--- src/rtl/mem_arbiter_pkg.sv ---
// Shared constants and types for the SDRAM port arbiter.
package mem_arbiter_pkg;

    localparam int ADDR_W = 23;
    localparam int DATA_W = 32;

    // Conventional requester IDs on the shared SDRAM port
    localparam int REQ_RUNENC = 0;
    localparam int REQ_BLOB   = 1;
    localparam int REQ_HOST   = 2;

    typedef enum logic {
        ST_IDLE   = 1'b0,
        ST_LOCKED = 1'b1
    } arb_state_t;

endpackage

--- src/rtl/mem_arbiter_tag_fifo.sv ---
// Small synchronous FIFO holding the requester ID of every outstanding read.
// Push and pop may happen in the same cycle, including while full.
module mem_arbiter_tag_fifo #(
    parameter int WIDTH = 2,
    parameter int DEPTH = 4
) (
    input  logic             clk,
    input  logic             rst,
    input  logic             push,
    input  logic [WIDTH-1:0] push_data,
    input  logic             pop,
    output logic [WIDTH-1:0] head,
    output logic             full,
    output logic             empty
);

    localparam int PTR_W = (DEPTH > 1) ? $clog2(DEPTH) : 1;

    logic [WIDTH-1:0] mem [DEPTH];
    logic [PTR_W-1:0] wr_ptr_reg;
    logic [PTR_W-1:0] rd_ptr_reg;
    logic [PTR_W:0]   count_reg;
    logic             do_push;
    logic             do_pop;

    assign empty   = (count_reg == '0);
    assign full    = (count_reg == (PTR_W+1)'(DEPTH));
    assign do_pop  = pop & ~empty;
    // a pop in the same cycle frees the slot the push is about to use
    assign do_push = push & (~full | do_pop);
    assign head    = mem[rd_ptr_reg];

    // storage write; contents need no reset since count gates visibility
    always_ff @(posedge clk) begin
        if (do_push) begin
            mem[wr_ptr_reg] <= push_data;
        end
    end

    // pointer and occupancy bookkeeping
    always_ff @(posedge clk or negedge rst) begin
        if (!rst) begin
            wr_ptr_reg <= '0;
            rd_ptr_reg <= '0;
            count_reg  <= '0;
        end else begin
            if (do_push) begin
                wr_ptr_reg <= wr_ptr_reg + PTR_W'(1);
            end
            if (do_pop) begin
                rd_ptr_reg <= rd_ptr_reg + PTR_W'(1);
            end
            case ({do_push, do_pop})
                2'b10:   count_reg <= count_reg + (PTR_W+1)'(1);
                2'b01:   count_reg <= count_reg - (PTR_W+1)'(1);
                default: count_reg <= count_reg;
            endcase
        end
    end

endmodule

--- src/rtl/mem_arbiter.sv ---
// Round-robin arbiter sharing one SDRAM command port between NUM_REQ
// requesters, with a bounded burst lock and in-order read-data routing.
module mem_arbiter
    import mem_arbiter_pkg::*;
#(
    parameter int NUM_REQ   = 3,
    parameter int MAX_BURST = 8,
    parameter int MAX_OUT   = 4,
    parameter int ID_W      = 2
) (
    input  logic                      clk,
    input  logic                      rst,
    input  logic [NUM_REQ*ADDR_W-1:0] req_addr,
    input  logic [NUM_REQ-1:0]        req_rw,
    input  logic [NUM_REQ*DATA_W-1:0] req_data_in,
    input  logic [NUM_REQ-1:0]        req_in_valid,
    output logic [NUM_REQ-1:0]        req_busy,
    output logic [DATA_W-1:0]         req_data_out,
    output logic [NUM_REQ-1:0]        req_out_valid,
    output logic [ADDR_W-1:0]         mem_addr,
    output logic                      mem_rw,
    output logic [DATA_W-1:0]         mem_data_in,
    output logic                      mem_in_valid,
    input  logic                      mem_busy,
    input  logic [DATA_W-1:0]         mem_data_out,
    input  logic                      mem_out_valid,
    output logic                      err
);

    localparam int CNT_W = $clog2(MAX_BURST + 1);

    arb_state_t         state_reg;
    logic [ID_W-1:0]    owner_reg;
    logic [ID_W-1:0]    rr_ptr_reg;
    logic [CNT_W-1:0]   burst_cnt_reg;

    logic [ADDR_W-1:0]  mem_addr_reg;
    logic               mem_rw_reg;
    logic [DATA_W-1:0]  mem_data_in_reg;
    logic               mem_in_valid_reg;
    logic [NUM_REQ-1:0] req_out_valid_reg;
    logic [DATA_W-1:0]  req_data_out_reg;
    logic               err_reg;

    logic [ADDR_W-1:0]  addr_arr  [NUM_REQ];
    logic [DATA_W-1:0]  wdata_arr [NUM_REQ];

    logic               hold;
    logic               owner_dropped;
    logic [ID_W-1:0]    search_ptr;
    logic [ID_W:0]      probe;
    logic               found;
    logic [ID_W-1:0]    grant;
    logic               stage_free;
    logic               read_blocked;
    logic               accept;
    logic [NUM_REQ-1:0] busy_next;
    logic               others_valid;
    logic [CNT_W-1:0]   cnt_inc;
    logic               burst_done;

    logic               tag_full;
    logic               tag_empty;
    logic [ID_W-1:0]    tag_head;
    logic               tag_push;
    logic               pop_fire;

    function automatic logic [ID_W-1:0] wrap_inc(input logic [ID_W-1:0] id);
        return (id == ID_W'(NUM_REQ - 1)) ? '0 : id + ID_W'(1);
    endfunction

    // unpack the flat request buses into per-requester words
    genvar gi;
    generate
        for (gi = 0; gi < NUM_REQ; gi++) begin : g_unpack
            assign addr_arr[gi]  = req_addr[gi*ADDR_W +: ADDR_W];
            assign wdata_arr[gi] = req_data_in[gi*DATA_W +: DATA_W];
        end
    endgenerate

    // grant selection: keep the owner while it asserts valid, otherwise a
    // rotating search; a dropped owner re-arbitrates in the same cycle
    always_comb begin
        hold          = (state_reg == ST_LOCKED) && req_in_valid[owner_reg];
        owner_dropped = (state_reg == ST_LOCKED) && !req_in_valid[owner_reg];
        search_ptr    = owner_dropped ? wrap_inc(owner_reg) : rr_ptr_reg;
        found         = 1'b0;
        grant         = owner_reg;
        probe         = '0;
        if (hold) begin
            found = 1'b1;
        end else begin
            for (int k = 0; k < NUM_REQ; k++) begin
                probe = {1'b0, search_ptr} + (ID_W+1)'(k);
                if (probe >= (ID_W+1)'(NUM_REQ)) begin
                    probe = probe - (ID_W+1)'(NUM_REQ);
                end
                if (!found && req_in_valid[probe[ID_W-1:0]]) begin
                    found = 1'b1;
                    grant = probe[ID_W-1:0];
                end
            end
        end
    end

    // handshake: only the granted requester can ever see busy low; reads
    // stall on a full tag FIFO but keep the grant
    always_comb begin
        stage_free   = ~mem_in_valid_reg | ~mem_busy;
        read_blocked = ~req_rw[grant] & tag_full;
        accept       = rst & found & stage_free & ~read_blocked;
        busy_next    = '1;
        if (rst && found) begin
            busy_next[grant] = ~(stage_free & ~read_blocked);
        end
        others_valid = |(req_in_valid & ~(NUM_REQ'(1) << grant));
        cnt_inc      = hold ? burst_cnt_reg + CNT_W'(1) : CNT_W'(1);
        burst_done   = (cnt_inc == CNT_W'(MAX_BURST));
    end

    assign req_busy = busy_next;

    // arbitration FSM: lock onto a requester, release on drop or burst limit
    always_ff @(posedge clk or negedge rst) begin
        if (!rst) begin
            state_reg     <= ST_IDLE;
            owner_reg     <= '0;
            rr_ptr_reg    <= '0;
            burst_cnt_reg <= '0;
        end else begin
            rr_ptr_reg <= search_ptr;
            if (accept) begin
                if (burst_done && others_valid) begin
                    state_reg     <= ST_IDLE;
                    rr_ptr_reg    <= wrap_inc(grant);
                    burst_cnt_reg <= '0;
                end else begin
                    state_reg     <= ST_LOCKED;
                    owner_reg     <= grant;
                    burst_cnt_reg <= burst_done ? '0 : cnt_inc;
                end
            end else if (owner_dropped) begin
                state_reg <= ST_IDLE;
            end
        end
    end

    // command output register toward the SDRAM controller
    always_ff @(posedge clk or negedge rst) begin
        if (!rst) begin
            mem_in_valid_reg <= 1'b0;
            mem_addr_reg     <= '0;
            mem_rw_reg       <= 1'b0;
            mem_data_in_reg  <= '0;
        end else if (accept) begin
            mem_in_valid_reg <= 1'b1;
            mem_addr_reg     <= addr_arr[grant];
            mem_rw_reg       <= req_rw[grant];
            mem_data_in_reg  <= wdata_arr[grant];
        end else if (stage_free) begin
            mem_in_valid_reg <= 1'b0;
        end
    end

    assign tag_push = accept & ~req_rw[grant];
    assign pop_fire = mem_out_valid & ~tag_empty;

    mem_arbiter_tag_fifo #(
        .WIDTH (ID_W),
        .DEPTH (MAX_OUT)
    ) u_tag_fifo (
        .clk       (clk),
        .rst       (rst),
        .push      (tag_push),
        .push_data (grant),
        .pop       (mem_out_valid),
        .head      (tag_head),
        .full      (tag_full),
        .empty     (tag_empty)
    );

    // read return: route data to the oldest outstanding reader, flag strays
    always_ff @(posedge clk or negedge rst) begin
        if (!rst) begin
            req_out_valid_reg <= '0;
            req_data_out_reg  <= '0;
            err_reg           <= 1'b0;
        end else begin
            if (pop_fire) begin
                req_out_valid_reg <= NUM_REQ'(1) << tag_head;
                req_data_out_reg  <= mem_data_out;
            end else begin
                req_out_valid_reg <= '0;
            end
            if (mem_out_valid && tag_empty) begin
                err_reg <= 1'b1;
            end
        end
    end

    assign mem_addr      = mem_addr_reg;
    assign mem_rw        = mem_rw_reg;
    assign mem_data_in   = mem_data_in_reg;
    assign mem_in_valid  = mem_in_valid_reg;
    assign req_out_valid = req_out_valid_reg;
    assign req_data_out  = req_data_out_reg;
    assign err           = err_reg;

endmodule

--- config.mk ---
export PLATFORM = sky130hd
export DESIGN_NAME = mem_arbiter
export DESIGN_NICKNAME = d
export VERILOG_FILES = /design/src/rtl/mem_arbiter_pkg.sv /design/src/rtl/mem_arbiter_tag_fifo.sv /design/src/rtl/mem_arbiter.sv
export SDC_FILE = /design/constraint.sdc
export NUM_CORES = 1
export LEC_CHECK = 0
export CORE_ASPECT_RATIO = 0.8
export CORE_MARGIN = 2
export CORE_UTILIZATION = 41
export CTS_CLUSTER_SIZE = 30
export DETAILED_ROUTE_END_ITERATION = 7
export HOLD_SLACK_MARGIN = 0.1
export PLACE_DENSITY = 0.91
export SYNTH_ARGS = -nofsm -noshare
export SYNTH_HDL_FRONTEND = slang
export SYNTH_HIERARCHICAL = 1
export SYNTH_SLANG_ARGS = --single-unit
--- constraint.sdc ---
create_clock -name clk -period 7.4 [get_ports clk]
set_input_delay 1.85 -clock clk [delete_from_list [all_inputs] [get_ports clk]]
set_output_delay 1.85 -clock clk [all_outputs]
set_load 0.1 [all_outputs]
# --- Word-level counts from Yosys, hierarchy flattened ---
# Memory sizes are Yosys's and may differ from the RTL's.
# Cells that the tools add are included.
word_totals:
  reg_bits: 109
  output_inout_bits: 96
  mem_count: 1
  ram_bits: 8
classes:
  n_lt_le_gt_ge: 10
  n_bitwise: 23
  mux: 52
  eq_ne: 6
  n_addsub: 12
  reduce_logical: 17
  n_shift: 2
mem_list:
  columns: ["memory", "depth", "word_bits", "read_ports", "rd_clocked_by_memory_dff", "wr", "line_no", "text"]
  rows:
  - ["u_tag_fifo.mem", 4, 2, 1, 0, 1, "mem_arbiter_tag_fifo.sv:19", "logic [WIDTH-1:0] mem [DEPTH];"]
op_table:
  columns: ["cell", "count"]
  rows:
  - ["$bmux W32 S2", 1]
  - ["$mux W32", 2]
  - ["$bmux W23 S2", 1]
  - ["$mux W23", 2]
  - ["$mux W2", 15]
  - ["$mux W1", 19]
  - ["$lt A2 B3 Y1 const B", 5]
  - ["$mux W4", 3]
  - ["$bmux W1 S2", 5]
  - ["$add A2 B1 Y2 const B", 4]
  - ["$and A1 B1 Y1", 8]
  - ["$logic_and A1 B1 Y1", 8]
  - ["$not A1 Y1", 8]
  - ["$eq A2 B2 Y1 const B", 3]
  - ["$ge A3 B2 Y1 const B", 2]
  - ["$mux W3", 2]
  - ["$not A3 Y3", 2]
  - ["$pmux W3 S2", 1]
  - ["$reduce_bool A2 Y1", 3]
  - ["$shl A1 B2 Y3 const A", 2]
  - ["$sub A2 B2 Y2 const B", 3]
  - ["$add A4 B1 Y4 const B", 1]
  - ["$eq A4 B4 Y1 const B", 1]
  - ["$add A2 B1 Y3 const B", 1]
  - ["other kinds (17)", 20]

# --- Logic depth before layout (Yosys ltp) ---
depth:
  depth_word: 30
  depth_mapped: 26
  mapped_depth_nobuf: 24

# --- Modules after synthesis ---
# Netlist, hierarchy kept.
modules_own_cells:
  columns: ["mod", "cells_each", "seq_area_each_um2", "instances", "area_per_inst_um2"]
  rows:
  - ["mem_arbiter", 625, 2552.4, 1, 5401.4]
  - ["mem_arbiter_tag_fifo", 48, 415.4, 1, 723.2]

# --- Worst setup path after synthesis ---
# Ideal clock, no wire load.
synth_timing:
  path_kind: "input -> output"
  from: "input port req_in_valid[1]"
  to: "output port req_busy[1]"
  path_stages: 16
  path_slack_ps: -257
  arrival_ps: 5807
  required_time_ps: 5550
  path_cell_list: "buf_2 mux2i_1 nor2b_1 a31oi_1 o2bb2ai_1 ha_1 clkbuf_1 a21oi_1 a221o_1 mux2_4 mux2_2 o21ai_2 mux2_4 o31ai_4 buf_2 nand2b_1"
synth_via:
  elab_chain_cells: 29
synth_rtl:
  columns: ["element", "line_no", "text"]
  rows:
  - ["start: declaration", "mem_arbiter.sv:16", "input logic [NUM_REQ-1:0] req_in_valid,"]
  - ["parallel branches: the longest is 28 deep, another holds $add A2 B1 Y3", null, null]
  - ["$mux W3 (*)", "mem_arbiter.sv:113", "if (rst && found) begin"]
  - ["end: declaration", "mem_arbiter.sv:17", "output logic [NUM_REQ-1:0] req_busy,"]
# Every way passes the cells marked *. The select of a mux whose other input is x is not followed.

# --- Worst setup path after layout ---
# Ends and elaborated chain as after synthesis.

==> flow_metrics.env <==
export IMPL_status="completed"
export IMPL_required_ns=5.55
export IMPL_worstRegToRegCells=24
export IMPL_cts_root_buf="clkbuf_16"
export IMPL_timing_final_crit_share_pct=98.1
export IMPL_drc_errors=0
export IMPL_cts_sinks=117
export IMPL_grt_max_degree=71
export IMPL_synth_simple_area_share_pct=17.8
export IMPL_synth_compound_area_share_pct=14.2
export IMPL_rr_endpoint="u_tag_fifo/count_reg[2]"
export IMPL_port_buffers=302
export IMPL_r2r_slack_ns=1.46
export IMPL_crit_path_frequent_cell="mux2_4"
export IMPL_syn_nets=889
export IMPL_cts_buffer_depth=2
export IMPL_rows=39
export IMPL_critPathArrivalTime_ns=5.41
export IMPL_drtPass1Iterations=5
export IMPL_crit_chain="clkdlybuf4s50_1 > mux2i_2 > nor2b_1 > a31oi_1 > o2bb2ai_1 > ha_1 > a21oi_1 > a221o_1 > mux2_4 > mux2_2 > o21ai_4 > mux2_4 > o31ai_4 > nand2b_4 > buf_12"
export IMPL_fin_crit_ns=7.26
export IMPL_slew_viol_final=0
export IMPL_synthDominantCellAreaShare_pct=44.5
export IMPL_hold_viol_final=0
export IMPL_core_um2=14400
export IMPL_final_util_pct=70.0
export IMPL_final_common_cell="clkdlybuf4s50_1"
export IMPL_synthToLayoutAreaGrowth_pct=65.0
export IMPL_final_cell_mix="298 x clkdlybuf4s50_1, 165 x nand2_1, 109 x dfrtp_1"
export IMPL_syn_avg_cell_area_um2=9.10
export IMPL_synthFlopType="dfrtp_1"
export IMPL_clkTransAtPathRegs_ns=0.06
export IMPL_cp_start_kind="input pin"
export IMPL_synth_fa_ha_area_share_pct=1.96
export IMPL_drtIter0Drc=256
export IMPL_hold_path_class="reg2reg"
export IMPL_syn_area_um2=6120
export IMPL_nets=1190
export IMPL_finalClockSkew_ns=0.00646
export IMPL_async_flop_share_pct=93.2
export IMPL_synthTopCellsByArea="dfrtp_1 45%, mux2i_1 10%, nand2_1 10%"
export IMPL_ys_types=55
export IMPL_postSynthCellCount=673
export IMPL_cp_endpoint="req_busy[1]"
export IMPL_cts_tree="yes"
export IMPL_start_util_pct=42.4
export IMPL_fmax_ghz=0.138
export IMPL_die_h_um=113
export IMPL_yosysTopAreaCell="dfrtp_1"
export IMPL_grt_ovfl_total=0
export IMPL_vias_per_cell=5.08
export IMPL_synth_top_family_by_area="simple AND/OR/NAND/NOR gates"
export IMPL_vias=5947
export IMPL_io_pins=303
export IMPL_reg2reg_from="owner_reg[0]"
export IMPL_grt_usage_pct=25.0
export IMPL_tns_ns=0
export IMPL_cts_htree_levels=4
export IMPL_yosysSeqAreaShare_pct=48.5
export IMPL_antenna_found_initial=0
export IMPL_drive_gt1_share_pct=8.72
export IMPL_hpwl_um=14800
export IMPL_wl_um=20000
export IMPL_synthMuxAreaShare_pct=12.3
export IMPL_slowest_delay_ns=0.43
export IMPL_setup_viol=0
export IMPL_setup_slack_ns=0.144
export IMPL_die_w_um=141
export IMPL_crit_fanout=5
export IMPL_yosys_warnings=6
export IMPL_crit_path_start="req_in_valid[1]"
export IMPL_slew_headroom_pct=17.4
export IMPL_post_place_ws_ns=0.0726
export IMPL_yosys_area_share_xor_xnor_pct=1.14
export IMPL_synth_edf_count=8
export IMPL_wire_per_inst_um=17.1
export IMPL_worstSetupPathType="in2out"
export IMPL_maxCapViolations=0
export IMPL_grt_pass1_vias=5990
export IMPL_ys_ff_latch=117
export IMPL_grt_first_pass_wirelength_um=30900
export IMPL_worstMarginPinSlew_ns=1.23
export IMPL_cts_made_buffers=17
export IMPL_place_gp_congestion=0.818
export IMPL_cpMaxStageDelayCell="clkdlybuf4s50_1"
export IMPL_clock_latency_ns=0.41
export IMPL_crit_path_end_kind="output pin"
export IMPL_die_area_um2=15900
export IMPL_final_antenna_net_count=0
export IMPL_min_path_cells=1
export IMPL_diodes=0
## layer usage
metal | vias to the layer above | global-route usage [%] | part of all wire, %
met5 | - | 0 | 0
met4 | 0 | 9.33 | 2.0
met3 | 34 | 7.19 | 7.5
met2 | 256 | 44.1 | 51
met1 | 2783 | 28.9 | 40
li1 | 2874 | - | -
## worst max-delay path: cells and delay by family
kind	cells	cell delay [ns]
AOI/OAI and AO/OA	6	1.09
buffers and inverters	2	0.60
muxes	4	1.17
and+or+nand+nor	2	0.28
adders and majority gates	1	0.40
## cell type report
class / count / area, µm²
Timing Repair Buffer: 324 / 3220
Sequential cell: 117 / 2970
Inverter: 13 / 48.8
Multi-Input combinational cell: 501 / 2950
Tap cell: 184 / 230
Clock buffer: 20 / 489
Fill cell: 1061 / 4340
Clock inverter: 11 / 193
## kinds of logic after synthesis
group | after synthesis
and+or+nand+nor | 260
AOI/OAI and AO/OA | 153
DFF | 117
muxes | 71
buffers and inverters | 55
adders and majority gates | 9
xor gates and xnor gates | 8
## through the flow
stage                     hold WS [ns]  instances  area (µm²)
after floorplan                  0.476        673        6130
after global placement           0.457       1133        9350
after detailed placement         0.460       1133        9350
after CTS                        0.472       1164       10000
after global routing             0.486       1170       10100
final                            0.465       1170       10100
## what timing repair did
action / 4_1_cts / 5_1_grt
hold buffers: 0 / 0
setup endpoints to repair: 0 / 3
setup buffers: 0 / 6
gates resized for setup: 0 / 8
## synthesized netlist by cell type (all sizes together), types with 6 or more instances
cell type,count
dfrtp,109
and2,6
clkbuf,21
edfxtp,8
nand2b,7
o21ai,65
nor2b,6
a21oi,64
mux2,7
nor2,64
ha,8
nand2,165
buf,21
mux2i,62
inv,13
## worst min path at each step
stage,from,end,slack (ns)
6_report,err,err,0.46
4_1_cts,err,err,0.47
5_1_grt,err,err,0.49
3_5_place_dp,err,err,0.46
2_1_floorplan,u_tag_fifo/count_reg[2],u_tag_fifo/count_reg[2],0.48
3_3_place_gp,req_data_out[9],req_data_out[9],0.46
Power is not shown: default switching activity piles up to over one toggle a cycle in this logic, so the estimate is an artifact.
